[config.mk]
export PLATFORM = sky130hd
export DESIGN_NAME = musa_multicycle_control
export DESIGN_NICKNAME = d
export VERILOG_FILES = /design/src/rtl/musa_ctrl_pkg.sv /design/src/rtl/musa_opcode_class.sv /design/src/rtl/musa_multicycle_control.sv
export SDC_FILE = /design/constraint.sdc
export NUM_CORES = 1
export LEC_CHECK = 0
export BUFFER_PORTS_ARGS = -buffer_cell sky130_fd_sc_hd__buf_4
export CAP_MARGIN = 20
export CORE_MARGIN = 1
export CORE_UTILIZATION = 40
export CTS_BUF_LIST = sky130_fd_sc_hd__clkbuf_16
export CTS_CLUSTER_DIAMETER = 120
export DETAILED_ROUTE_END_ITERATION = 12
export GPL_ROUTABILITY_DRIVEN = 0
export PLACE_DENSITY = 0.76
export SYNTH_ARGS = -nofsm -noshare
export SYNTH_HDL_FRONTEND = slang
export SYNTH_SLANG_ARGS = --single-unit
[constraint.sdc]
create_clock -name clk -period 1.5 [get_ports clk]
set_input_delay 0.15 -clock clk [delete_from_list [all_inputs] [get_ports clk]]
set_output_delay 0.15 -clock clk [all_outputs]
set_load 0.005 [all_outputs]
[src/rtl/musa_ctrl_pkg.sv]
// Shared encodings for the MUSA multicycle control unit: opcodes, ALU functions,
// branch selects, FSM states and the opcode-class bundle.
package musa_ctrl_pkg;

  localparam logic [5:0] OP_RTYPE = 6'b000000;
  localparam logic [5:0] OP_NOP   = 6'b000001;
  localparam logic [5:0] OP_HALT  = 6'b000010;
  localparam logic [5:0] OP_CALL  = 6'b000011;
  localparam logic [5:0] OP_RET   = 6'b000111;
  localparam logic [5:0] OP_ADDI  = 6'b001000;
  localparam logic [5:0] OP_SUBI  = 6'b001010;
  localparam logic [5:0] OP_ANDI  = 6'b001100;
  localparam logic [5:0] OP_ORI   = 6'b001101;
  localparam logic [5:0] OP_JR    = 6'b001110;
  localparam logic [5:0] OP_JPC   = 6'b001001;
  localparam logic [5:0] OP_BRFL  = 6'b010001;
  localparam logic [5:0] OP_LW    = 6'b100011;
  localparam logic [5:0] OP_SW    = 6'b101011;

  localparam logic [5:0] FN_ADD = 6'b100000;
  localparam logic [5:0] FN_SUB = 6'b100010;
  localparam logic [5:0] FN_AND = 6'b100100;
  localparam logic [5:0] FN_OR  = 6'b100101;

  localparam logic [1:0] BR_SEQ  = 2'b00;
  localparam logic [1:0] BR_LINK = 2'b01;
  localparam logic [1:0] BR_TGT  = 2'b10;

  typedef enum logic [2:0] {
    S_IF   = 3'd0,
    S_ID   = 3'd1,
    S_EX   = 3'd2,
    S_MEM  = 3'd3,
    S_WB   = 3'd4,
    S_HALT = 3'd5
  } state_t;

  typedef struct packed {
    logic is_rtype;
    logic is_imm;
    logic is_load;
    logic is_store;
    logic is_jump;
    logic is_brfl;
    logic is_call;
    logic is_ret;
    logic is_halt;
    logic is_nop;
    logic is_legal;
  } opc_class_t;

endpackage

[src/rtl/musa_opcode_class.sv]
// Combinational opcode classifier: one-hot instruction class plus a legality flag.
module musa_opcode_class
  import musa_ctrl_pkg::*;
#(
  parameter int OPC_W = 6
) (
  input  logic [OPC_W-1:0] opc,
  output opc_class_t       cls
);

  always_comb begin
    cls = '0;
    case (opc)
      OPC_W'(OP_RTYPE): cls.is_rtype = 1'b1;
      OPC_W'(OP_ADDI), OPC_W'(OP_SUBI),
      OPC_W'(OP_ANDI), OPC_W'(OP_ORI): cls.is_imm = 1'b1;
      OPC_W'(OP_LW):   cls.is_load  = 1'b1;
      OPC_W'(OP_SW):   cls.is_store = 1'b1;
      OPC_W'(OP_JR), OPC_W'(OP_JPC): cls.is_jump = 1'b1;
      OPC_W'(OP_BRFL): cls.is_brfl  = 1'b1;
      OPC_W'(OP_CALL): cls.is_call  = 1'b1;
      OPC_W'(OP_RET):  cls.is_ret   = 1'b1;
      OPC_W'(OP_HALT): cls.is_halt  = 1'b1;
      OPC_W'(OP_NOP):  cls.is_nop   = 1'b1;
      default: ;
    endcase
    cls.is_legal = cls.is_rtype | cls.is_imm | cls.is_load | cls.is_store | cls.is_jump |
                   cls.is_brfl | cls.is_call | cls.is_ret | cls.is_halt | cls.is_nop;
  end

endmodule

[src/rtl/musa_multicycle_control.sv]
// MUSA multicycle control FSM (IF/ID/EX/MEM/WB/HALT) with memory handshakes and
// optional wait timeout. Define MUSA_ILLEGAL_TRAP_EN to trap undefined opcodes into HALT.
module musa_multicycle_control
  import musa_ctrl_pkg::*;
#(
  parameter int INSTR_W     = 32,
  parameter int OPC_W       = 6,
  parameter int FN_W        = 6,
  parameter int BR_W        = 2,
  parameter int MEM_TIMEOUT = 0
) (
  input  logic               clk,
  input  logic               rst,
  input  logic [INSTR_W-1:0] instr,
  output logic               imem_req,
  input  logic               imem_ack,
  output logic               dmem_req,
  output logic               dmem_we,
  input  logic               dmem_ack,
  input  logic               flag_z,
  output logic               ir_load,
  output logic               pc_write,
  output logic               reg_read,
  output logic               reg_write,
  output logic               mem_to_reg,
  output logic               alu_src_imm,
  output logic [FN_W-1:0]    alu_fn,
  output logic [BR_W-1:0]    branch,
  output logic               push,
  output logic               pop,
  output logic               halted,
  output logic               illegal,
  output logic               bus_err,
  output logic [2:0]         state
);

  localparam int CW = (MEM_TIMEOUT > 0) ? $clog2(MEM_TIMEOUT + 1) : 1;
  localparam logic [CW-1:0] TO_LAST = CW'((MEM_TIMEOUT > 0) ? MEM_TIMEOUT - 1 : 0);

`ifdef MUSA_ILLEGAL_TRAP_EN
  localparam state_t ILL_NEXT = S_HALT;
`else
  localparam state_t ILL_NEXT = S_IF;
`endif

  state_t            state_q, state_d;
  logic [OPC_W-1:0]  ir_opc;
  logic [FN_W-1:0]   ir_fn;
  logic [CW-1:0]     wait_cnt;
  logic              waiting, timeout, bus_err_q;
  logic [FN_W-1:0]   fn_dec;
  opc_class_t        cls;
  logic              unused_instr;

  assign unused_instr = ^instr[INSTR_W-OPC_W-1:FN_W];

  musa_opcode_class #(.OPC_W(OPC_W)) u_class (
    .opc (ir_opc),
    .cls (cls)
  );

  // ALU function is held from EX through WB so the writeback sees a stable result select.
  always_comb begin
    fn_dec = '0;
    if (cls.is_rtype) fn_dec = ir_fn;
    else if (cls.is_load || cls.is_store) fn_dec = FN_W'(FN_ADD);
    else begin
      case (ir_opc)
        OPC_W'(OP_ADDI): fn_dec = FN_W'(FN_ADD);
        OPC_W'(OP_SUBI): fn_dec = FN_W'(FN_SUB);
        OPC_W'(OP_ANDI): fn_dec = FN_W'(FN_AND);
        OPC_W'(OP_ORI):  fn_dec = FN_W'(FN_OR);
        default: ;
      endcase
    end
  end

  assign waiting = !rst && ((state_q == S_IF && !imem_ack) || (state_q == S_MEM && !dmem_ack));
  assign timeout = (MEM_TIMEOUT > 0) && waiting && (wait_cnt == TO_LAST);

  always_comb begin
    state_d     = state_q;
    imem_req    = 1'b0;
    dmem_req    = 1'b0;
    dmem_we     = 1'b0;
    ir_load     = 1'b0;
    pc_write    = 1'b0;
    reg_read    = 1'b0;
    reg_write   = 1'b0;
    mem_to_reg  = 1'b0;
    alu_src_imm = 1'b0;
    alu_fn      = '0;
    branch      = BR_W'(BR_SEQ);
    push        = 1'b0;
    pop         = 1'b0;
    halted      = 1'b0;
    // Strobes stay quiet for the whole time reset is held, even though state reads IF.
    if (!rst) begin
      case (state_q)
        S_IF: begin
          imem_req = 1'b1;
          if (imem_ack) begin
            ir_load = 1'b1;
            state_d = S_ID;
          end else if (timeout) state_d = S_HALT;
        end
        S_ID: begin
          reg_read = 1'b1;
          pc_write = 1'b1;
          if (cls.is_halt)       state_d = S_HALT;
          else if (!cls.is_legal) state_d = ILL_NEXT;
          else if (cls.is_nop)   state_d = S_IF;
          else                   state_d = S_EX;
        end
        S_EX: begin
          alu_fn      = fn_dec;
          alu_src_imm = cls.is_imm | cls.is_load | cls.is_store;
          if (cls.is_rtype || cls.is_imm)       state_d = S_WB;
          else if (cls.is_load || cls.is_store) state_d = S_MEM;
          else begin
            state_d = S_IF;
            if (cls.is_jump) begin
              branch = BR_W'(BR_TGT); pc_write = 1'b1;
            end else if (cls.is_brfl) begin
              branch = BR_W'(BR_TGT); pc_write = flag_z;
            end else if (cls.is_call) begin
              branch = BR_W'(BR_LINK); pc_write = 1'b1; push = 1'b1;
            end else if (cls.is_ret) begin
              branch = BR_W'(BR_LINK); pc_write = 1'b1; pop = 1'b1;
            end
          end
        end
        S_MEM: begin
          alu_fn   = fn_dec;
          dmem_req = 1'b1;
          dmem_we  = cls.is_store;
          if (dmem_ack)     state_d = cls.is_load ? S_WB : S_IF;
          else if (timeout) state_d = S_HALT;
        end
        S_WB: begin
          alu_fn     = fn_dec;
          reg_write  = 1'b1;
          mem_to_reg = cls.is_load;
          state_d    = S_IF;
        end
        S_HALT: halted = 1'b1;
        default: state_d = S_IF;
      endcase
    end
  end

`ifdef MUSA_ILLEGAL_TRAP_EN
  logic illegal_q;
  always_ff @(posedge clk) begin
    if (rst) illegal_q <= 1'b0;
    else if (state_q == S_ID && !cls.is_legal) illegal_q <= 1'b1;
  end
  assign illegal = illegal_q;
`else
  assign illegal = 1'b0;
`endif

  always_ff @(posedge clk) begin
    if (rst) begin
      state_q   <= S_IF;
      ir_opc    <= '0;
      ir_fn     <= '0;
      wait_cnt  <= '0;
      bus_err_q <= 1'b0;
    end else begin
      state_q  <= state_d;
      wait_cnt <= (MEM_TIMEOUT > 0 && waiting && !timeout) ? wait_cnt + CW'(1) : '0;
      if (ir_load) begin
        ir_opc <= instr[INSTR_W-1 -: OPC_W];
        ir_fn  <= instr[FN_W-1:0];
      end
      if (timeout) bus_err_q <= 1'b1;
    end
  end

  assign bus_err = bus_err_q;
  assign state   = state_q;

endmodule

==> flow_metrics.tcl, run 1 <==
set metrics [dict create \
    path_class "flop to output port" \
    grt_first_pass_wirelength_um 6361 \
    via_per_inst 6.202 \
    synth_area_leaders "dfxtp_1, nand2_1, nand3b_1" \
    grt_max_degree 19 \
    hp-start "instr[30]" \
    syn_to_final_growth_pct 97.53 \
    finalWirelength_um 5744 \
    holdCritPathClass "input port to flop" \
    dr.pass1.iters 4 \
    clock_path_buffers 2 \
    clk_latency_ns 0.26 \
    antenna_found_initial 0 \
    yosys_warnings 0 \
    h-tree-depth 1 \
    syn_inst 154 \
    path_clk_slew_ns 0.05 \
    fp.dieW_um 54.82 \
    fin_crit_sh 1.269 \
    fmax_mhz 525.2 \
    outcome "complete, but fails checks" \
    chipHeight_um 54.82 \
    drc 0 \
    pre_cts_ws_ns -0.1048 \
    core_um2 2567 \
    layout-drive-gt1-share 0.6078 \
    p_per_area_nw_per_um2 804.0 \
    yosysMostFrequentCell "nand2_1" \
    synth_edf_count 0 \
    placed_area_um2 1634 \
    start_kind "flop" \
    groute.usage.overall 0.3148 \
    drv_slew 0 \
    synthTopCellsByCount "nand2_1, dfxtp_1, nand3b_1" \
    yosys.area.top_type "dfxtp_1" \
    initial_utilization 0.4347 \
    ys_seq_area_frac 0.2691 \
    drv_cap 0 \
    crit_fanout 3 \
    cts_tree "done" \
    overflow 0 \
    p_leak_nw 0.9791 \
    grt_pass1_vias 1362 \
    fin_ws_ns -0.4040 \
    crit_start "state[2]" \
    ys_seq_elements 15 \
    cts-root-buf "clkbuf_16" \
    io_pins 62 \
    cp_data_required_time_ns 1.35 \
    peakVddDrop_v 0.001107 \
    min_period_ns 1.904 \
    ys_types 47 \
    diodes 0 \
    fin_skew_ns 0.007379 \
    rows 18 \
    synth_top_area_share 0.2691 \
    setup_violations 34 \
    worst_path_max_delay_cell "or3b_4" \
    dpl.hpwl_um 2593 \
    syn_area_um2 1116 \
    slowest_delay_ns 0.39 \
    violations "negative setup slack" \
    arrival_ns 1.75 \
    ant_nets 0 \
    wl_per_cell_um 21.92 \
    synthArstFlopShare 0 \
    p_total_mw 1.772 \
    port_buffers 39 \
    r2r_start "state[1]" \
    cp-end-kind "output port" \
    cts_buffers 3 \
    crit_chain "or3b_4 > a21oi_4 > nand2_4 > nor3_2 > buf_4" \
    drtIter0Drc 111 \
    grt_setup_unrepaired "yes" \
    hold_slack_ns 0.08938 \
    clock_sinks 15 \
    ys.flop_type "dfxtp_1" \
    hold_viol 0 \
    synth_area_per_cell_um2 7.247 \
    crit_buf_inv 1 \
    fin_nets 270 \
    cp_top_family "simple AND/OR/NAND/NOR gates" \
    design.die.area_um2 3005 \
    num_vias 1625 \
    stdcell_area_um2 2205 \
]
## cell families (layout without fill, tap and decap cells)
logic type	count (synthesis)	in the layout	synth area share
compound gates	27	27	0.1749
flops	15	15	0.2691
simple gates	90	90	0.4630
other cells	1	2	0.003360
xor+xnor	1	1	0.007849
buf+inv	20	97	0.08182
## where the power goes
part,switching [mW],internal (mW),total [mW],leakage [nW]
Combinational,0.369,0.370,0.740,0.810
Sequential,0.0541,0.439,0.493,0.127
Clock,0.185,0.354,0.539,0.0423
## stage by stage
stage	setup TNS, ns	utilization	instances
2_1_floorplan	0	-	155
3_3_place_gp	-0.1204	0.6365	243
3_5_place_dp	-0.5309	0.6365	243
4_1_cts	-3.157	0.7451	252
5_1_grt	-9.763	0.8587	262
6_report	-8.499	0.8587	262
## cell usage in the layout, fill, tap and decap left out, types with 3 or more instances in the layout
cell type / count
nor3_2: 4
nand2b_1: 4
buf_4: 63
dfxtp_4: 3
buf_6: 21
nand2_1: 28
a21oi_1: 4
nand3b_1: 13
nor2_1: 3
and3_1: 3
clkbuf_16: 5
dfxtp_2: 4
nor2_4: 3
inv_1: 4
nand4b_1: 4
dfxtp_1: 8
## final timing paths
check                            endpoint  slack, ns  depth (start not counted)
worst max register to register   ir_fn[3]      -0.33                         10
worst min-delay path            ir_opc[4]       0.09                          3
worst max-delay path            alu_fn[0]      -0.40                          5
worst min register to register   ir_fn[0]       0.51                          2
## worst min-delay path, stage by stage
cell and delay (ns):
buf_4 0.08, nand2_1 0.04, nand2_1 0.05
## per-layer routing
metal	wire length [um]	global-route usage
met5	0	0
met4	227	0.1966
met3	464	0.04444
met2	2822	0.5522
met1	2229	0.3511
## sequential cells by signal (all words and copies together), names as in the netlist
name and flops:
state 3, ir_opc 6, ir_fn 6
## final cells by class
type | count | area, um^2
clock inverters | 1 | 3.754
flip-flops and latches | 15 | 316.6
repair buffers | 88 | 789.5
multi-input cells | 120 | 960.9
well taps | 30 | 37.54
fillers | 129 | 362.8
clock buffers | 3 | 75.07
inverters | 5 | 21.27
## timing repair
item / in CTS / in global routing
setup endpoints to repair: 20 / 34
resized for setup: 42 / 41
pin swaps: 14 / 27
hold buffers: 0 / 0
buffers inserted: 6 / 9
gates cloned: 0 / 2
No activity file was read; power rests on OpenSTA's default activity.
==> run 2, diff against run 1 <==
--- a/config.mk
+++ b/config.mk
@@ -13,7 +13,8 @@
 export CTS_CLUSTER_DIAMETER = 120
 export DETAILED_ROUTE_END_ITERATION = 12
 export GPL_ROUTABILITY_DRIVEN = 0
-export PLACE_DENSITY = 0.76
+export PLACE_DENSITY = 0.75
 export SYNTH_ARGS = -nofsm -noshare
 export SYNTH_HDL_FRONTEND = slang
+export SYNTH_HIERARCHICAL = 1
 export SYNTH_SLANG_ARGS = --single-unit
==> run 2 against run 1 <==
  * The run still ends with negative setup slack left
  * Clock power is 4.3% lower
  * Design area decreased by 4.4%
  * Clock skew decreased by 0.0059 ns
  * Core utilization fell by 10 points
  * First-iteration DRC count is 60% lower
  * Sequential cell count did not move
  * Register-to-register slack got worse by 0.09 ns
  * Worst hold slack lost 0.0026 ns
  * Sequential share of layout area rose by 0.67 points
  * Cell count is 3.4% higher
  * Sequential power is 6.9% higher
  * Largest power group unchanged
==> flow_metrics.tcl, run 2 <==
set metrics [dict create \
    outcome "complete, but fails checks" \
    violations "negative setup slack" \
    p_leak_nw 0.9961 \
    ys_seq_elements 15 \
    crit_chain "nand4b_4 > nor3b_4 > nor2_2 > buf_4 > and4b_1 > mux2i_1 > nor2_1 > buf_4" \
    drv_cap 0 \
    cp_common_cell "buf_4" \
    h-tree-depth 1 \
    ant_nets 0 \
    layout_common_cells "buf_4, nand2_1, nand3b_1, nor2_1, dfxtp_2" \
    path_class "flop to output port" \
    final_util 0.7575 \
    diodes 0 \
    min_period_ns 1.927 \
    cp-end-kind "output port" \
    drtIter0Drc 44 \
    fin_ws_ns -0.4269 \
    syn_to_final_growth_pct 77.82 \
    pwr-share-clk 0.270 \
    io_pins 62 \
    p_sw_frac 0.3277 \
    grt_setup_unrepaired "yes" \
    final_common_cell "buf_4" \
    cts_tree "done" \
    final_cells 271 \
    synth_area_per_cell_um2 7.314 \
    synth_edf_count 0 \
    syn_area_um2 1185 \
    via_per_inst 5.609 \
    dr.pass1.iters 4 \
    clock_path_buffers 2 \
    hold_viol 0 \
    cts-root-buf "clkbuf_16" \
    port_buffers 39 \
    p_per_area_nw_per_um2 906.5 \
    multi_input_area_um2 959.7 \
    synthArstFlopShare 0 \
    arrival_ns 1.78 \
    chipHeight_um 56.43 \
    crit_fanout 4 \
    clk_latency_ns 0.24 \
    design.die.area_um2 3184 \
    ys_seq_area_frac 0.2534 \
    layout-drive-gt1-share 0.5333 \
    p_switching_uw 625.9 \
    place_inst 254 \
    drv_slew 0 \
    wl_per_cell_um 15.61 \
    fin_skew_ns 0.001468 \
    grt_max_degree 21 \
    core_um2 2781 \
    drc 0 \
    antenna_found_initial 0 \
    yosysMostFrequentCell "nand2_1" \
    grt_pass1_vias 1412 \
    combPwrFrac 0.454 \
    fmax_mhz 519.0 \
    grt_first_pass_wirelength_um 6410 \
    num_vias 1520 \
    rrSetupSlack_ns -0.42 \
    setup_violations 16 \
    finalWirelength_um 4231 \
    worst_path_max_delay_cell "dfxtp_2" \
    ys.flop_type "dfxtp_1" \
    syn_inst 162 \
    overflow 0 \
    cts_buffers 3 \
    dpl.hpwl_um 2701 \
    filler_cell_count 199 \
    holdBufCountCts 0 \
    seq_area_um2 316.6 \
    p_total_mw 1.910 \
    yosys_warnings 6 \
    slowest_delay_ns 0.33 \
    cp_data_required_time_ns 1.35 \
    fin_crit_sh 1.285 \
    fin_nets 278 \
    start_kind "flop" \
    clock_sinks 15 \
    fp.dieW_um 56.43 \
    synthTopCellsByCount "nand2_1, nor2_1, dfxtp_1" \
    initial_utilization 0.4260 \
    yosys.area.top_type "dfxtp_1" \
    holdCritPathClass "input port to flop" \
    rows 19 \
    groute.usage.overall 0.2516 \
    synth_area_leaders "dfxtp_1, nand2_1, nand3b_1" \
    peakVddDrop_v 0.0007765 \
    path_clk_slew_ns 0.05 \
    synth_top_area_share 0.2534 \
    power.internal_mw 1.284 \
    ys_types 41 \
    seq_power_share 0.276 \
]
run 2: cell types whose count changed after synthesis, moves of 3 or more:
cell      change
nand4b_1      -4
nor4_1        +4
buf_2         -7
nor2_1       +11
buf_4         +3
mux2i_1       +4
run 2: area by class of cell:
type                            instances  area share
Tap cell                               31     0.01841
Clock inverter                          1    0.001781
Inverter                                4    0.007126
Multi-Input combinational cell        132      0.4555
Clock buffer                            3     0.03563
Timing Repair Buffer                   85      0.3314
Sequential cell                        15      0.1502
run 2: power by group through the flow:
stage / sequential [mW] / combinational, mW / clock, mW
after floorplan: 0.507 / 0.395 / 0
after global placement: 0.519 / 0.608 / 0
after detailed placement: 0.524 / 0.629 / 0
after CTS: 0.523 / 0.716 / 0.521
after global routing: 0.535 / 0.918 / 0.534
final: 0.527 / 0.866 / 0.516
run 2: per-layer routing:
metal,wire length (um),share of wire,up-vias,GRT usage
met5,0,0,-,0
met4,122,0.029,0,0.09408
met3,248,0.059,17,0.03456
met2,2278,0.54,79,0.4655
met1,1581,0.37,704,0.2888
li1,-,-,720,-
run 2: worst paths after layout:
path | cells past startpoint | from | endpoint
worst max register to register | 7 | ir_opc[1] | state[0]
worst max-delay path | 8 | ir_opc[4] | alu_fn[2]
worst min-delay path | 3 | instr[0] | ir_fn[0]
worst min register to register | 2 | ir_fn[4] | ir_fn[4]
run 2: repair_timing:
action,4_1_cts,5_1_grt
hold endpoints to repair,0,0
setup endpoints to repair,17,17
buffers inserted,9,4
resized for setup,22,16
pin swaps,2,7
run 2: metrics by stage:
stage          setup WS [ns]  cell area [um^2]  hold WS (ns)  setup TNS [ns]
2_1_floorplan        -0.3498              1246        0.2483         -0.4758
3_3_place_gp         -0.2226              1742        0.3328         -0.9565
3_5_place_dp         -0.3493              1742        0.3384          -2.005
4_1_cts              -0.3766              1979       0.09081          -4.189
5_1_grt              -0.5063              2107        0.1019          -6.209
6_report             -0.4269              2107       0.08680          -5.054
run 2: cells by family (layout without fill, tap and decap cells):
kind of cell,Yosys count,count (layout),share of synthesized area
other,1,2,0.003165
multiplexers,4,4,0.03379
buffers and inverters,16,93,0.07920
AND/OR/NAND/NOR,106,106,0.5037
AO/OA/AOI/OAI,20,20,0.1267
flip-flops,15,15,0.2534
run 2: worst max-delay path: cells and delay by family, from the launching register on:
| family | cells | cell delay, ns |
|---|---|---|
| DFF | 1 | 0.33 |
| and+or+nand+nor | 5 | 0.79 |
| muxes | 1 | 0.12 |
| buffers and inverters | 2 | 0.28 |
==> run 3, diff against run 2 <==
--- a/config.mk
+++ b/config.mk
@@ -8,12 +8,13 @@
 export BUFFER_PORTS_ARGS = -buffer_cell sky130_fd_sc_hd__buf_4
 export CAP_MARGIN = 20
 export CORE_MARGIN = 1
-export CORE_UTILIZATION = 40
-export CTS_BUF_LIST = sky130_fd_sc_hd__clkbuf_16
+export CORE_UTILIZATION = 42
+export CTS_BUF_LIST = sky130_fd_sc_hd__clkbuf_8
 export CTS_CLUSTER_DIAMETER = 120
 export DETAILED_ROUTE_END_ITERATION = 12
 export GPL_ROUTABILITY_DRIVEN = 0
-export PLACE_DENSITY = 0.75
+export PLACE_DENSITY = 0.78
+export SKIP_LAST_GASP = 1
 export SYNTH_ARGS = -nofsm -noshare
 export SYNTH_HDL_FRONTEND = slang
 export SYNTH_HIERARCHICAL = 1
==> constraint.sdc (replaced) <==
create_clock -name clk -period 1.7 [get_ports clk]
set_input_delay 0.17 -clock clk [delete_from_list [all_inputs] [get_ports clk]]
set_output_delay 0.17 -clock clk [all_outputs]
set_load 0.005 [all_outputs]
==> run 3 against run 2 <==
  * The flow still finishes with violations (negative setup slack)
  * Combinational power down 9.2%
  * Worst hold slack improved by 0.0025 ns
  * Wire length grew 20%
  * Design area unchanged
  * Global-route usage is 3.2 points higher
  * Clock-buffer cell count stayed put
  * Power down 18%
  * Register-to-register slack gained 0.11 ns
  * Non-clock buffer count unchanged
  * Highest routed layer unchanged
  * Sequential power is 11% lower
  * Sequential cell count unchanged
  * Clock power fell by 40%
==> flow_metrics.tcl, run 3 (synthesis gave the netlist of run 2 again) <==
set metrics [dict create \
    ant_nets 0 \
    cp_data_required_time_ns 1.53 \
    hold_viol 0 \
    drtIter0Drc 81 \
    final_util 0.8207 \
    diodes 0 \
    grt_pass1_vias 1383 \
    holdBufCountCts 0 \
    groute.usage.overall 0.2836 \
    cp-end-kind "output port" \
    clk_latency_ns 0.26 \
    cp_top_family "simple AND/OR/NAND/NOR gates" \
    slowest_delay_ns 0.34 \
    stdcell_area_um2 2107 \
    peakVddDrop_v 0.0008426 \
    power.internal_uw 959.9 \
    port_buffers 39 \
    fin_ws_ns -0.3508 \
    clock_path_buffers 2 \
    fp.dieW_um 55.12 \
    crit_buf_inv 4 \
    drc 0 \
    setup_violations 17 \
    core_um2 2567 \
    final_cells 270 \
    fin_crit_sh 1.206 \
    cts-root-buf "clkbuf_8" \
    p_switching_uw 602.5 \
    io_pins 62 \
    grt_util_met1 0.3093 \
    grt_max_degree 21 \
    cts_tree "done" \
    arrival_ns 1.88 \
    crit_start "ir_opc[4]" \
    grt_setup_unrepaired "yes" \
    fin_skew_ns 0.006401 \
    place_inst 249 \
    grt_first_pass_wirelength_um 6044 \
    met2_usage 0.5241 \
    design.die.area_um2 3038 \
    hp-start "instr[2]" \
    grt-busiest-layer "met2" \
    pre_cts_ws_ns -0.1879 \
    dpl.hpwl_um 2567 \
    p_leak_nw 0.9816 \
    r2r_start "ir_opc[1]" \
    chipHeight_um 55.12 \
    syn_to_final_growth_pct 77.82 \
    cts_buffers 3 \
    rows 18 \
    overflow 0 \
    filler_cell_count 151 \
    h-tree-depth 1 \
    path_class "flop to output port" \
    layout-drive-gt1-share 0.5375 \
    finalWirelength_um 5057 \
    final_common_cell "buf_4" \
    p_per_area_nw_per_um2 741.5 \
    placed_area_um2 1675 \
    p_sw_frac 0.3856 \
    fin_nets 278 \
    clock_sinks 15 \
    layout_common_cells "buf_4, nand2_1, nor2_1, nand3b_1, buf_6" \
    pwr-share-clk 0.198 \
    crit_fanout 5 \
    holdCritPathClass "input port to flop" \
    seq_power_share 0.299 \
    antenna_found_initial 0 \
    violations "negative setup slack" \
    via_per_inst 5.930 \
    path_clk_slew_ns 0.07 \
    wl_per_cell_um 18.73 \
    dr.pass1.iters 4 \
    drv_slew 0 \
    crit_chain "buf_4 > nor2_2 > buf_4 > nand2_2 > a211oi_2 > buf_4 > nor2_4 > nand3_4 > nor4_4 > buf_4" \
    fmax_mhz 487.6 \
    initial_utilization 0.4615 \
    met3_usage 0.04098 \
    start_kind "flop" \
    tns_ns -4.236 \
    outcome "complete, but fails checks" \
    num_vias 1601 \
    combPwrFrac 0.503 \
    min_period_ns 2.051 \
    cp_common_cell "buf_4" \
    drv_cap 0 \
    worst_path_max_delay_cell "dfxtp_2" \
]
==> run 3: cell types whose count changed in the layout (fill, tap and decap cells not counted), moves of 2 or more <==
cell / change
buf_12: -2
buf_6: +2
clkbuf_16: -3
clkbuf_8: +3
nor3b_2: -2
==> run 3: worst paths after layout <==
path	endpoint	slack (ns)	cells after the start
worst min-delay path	ir_fn[2]	0.09	3
worst min register to register	ir_fn[2]	0.48	2
worst max register to register	state[1]	-0.31	10
worst max-delay path	pop	-0.35	10
==> run 3: worst min-delay path, cell delays in order <==
cell and delay (ns):
buf_4 0.07, nand2_1 0.04, nand2_1 0.04
==> run 3: per-stage QoR <==
stage / total power, mW / hold slack [ns]
floorplan: 0.7760 / 0.2683
global placement: 0.9719 / 0.3533
detailed placement: 0.9889 / 0.3590
CTS: 1.346 / 0.09385
global route: 1.635 / 0.1018
finish: 1.562 / 0.08925
==> run 3: repair_timing <==
| item | in CTS | in global routing |
|---|---|---|
| pin swaps | 9 | 14 |
| buffers inserted | 6 | 12 |
| setup endpoints to repair | 14 | 18 |
| gates resized for setup | 12 | 41 |
==> run 3: final cells by class <==
cell class                 count  area (um^2)  area share
inverter                       4        15.01    0.007126
clock buffer                   3        41.29     0.01960
sequential                    15        315.3      0.1496
timing repair buffer          85        688.2      0.3266
tap                           30        37.54     0.01781
multi-input combinational    132         1005      0.4768
clock inverter                 1        5.005    0.002375
==> run 3: power by group through the flow <==
stage	sequential [mW]	clock (mW)	combinational (mW)
3_3_place_gp	0.452	0	0.520
4_1_cts	0.448	0.308	0.590
5_1_grt	0.470	0.323	0.842
2_1_floorplan	0.446	0	0.330
3_5_place_dp	0.454	0	0.535
6_report	0.467	0.309	0.786
==> run 3: per-layer routing <==
| metal | up-vias | share of wire |
|---|---|---|
| li1 | 720 | - |
| met1 | 735 | 0.36 |
| met3 | 30 | 0.090 |
| met5 | - | 0 |
| met2 | 116 | 0.50 |
| met4 | 0 | 0.052 |
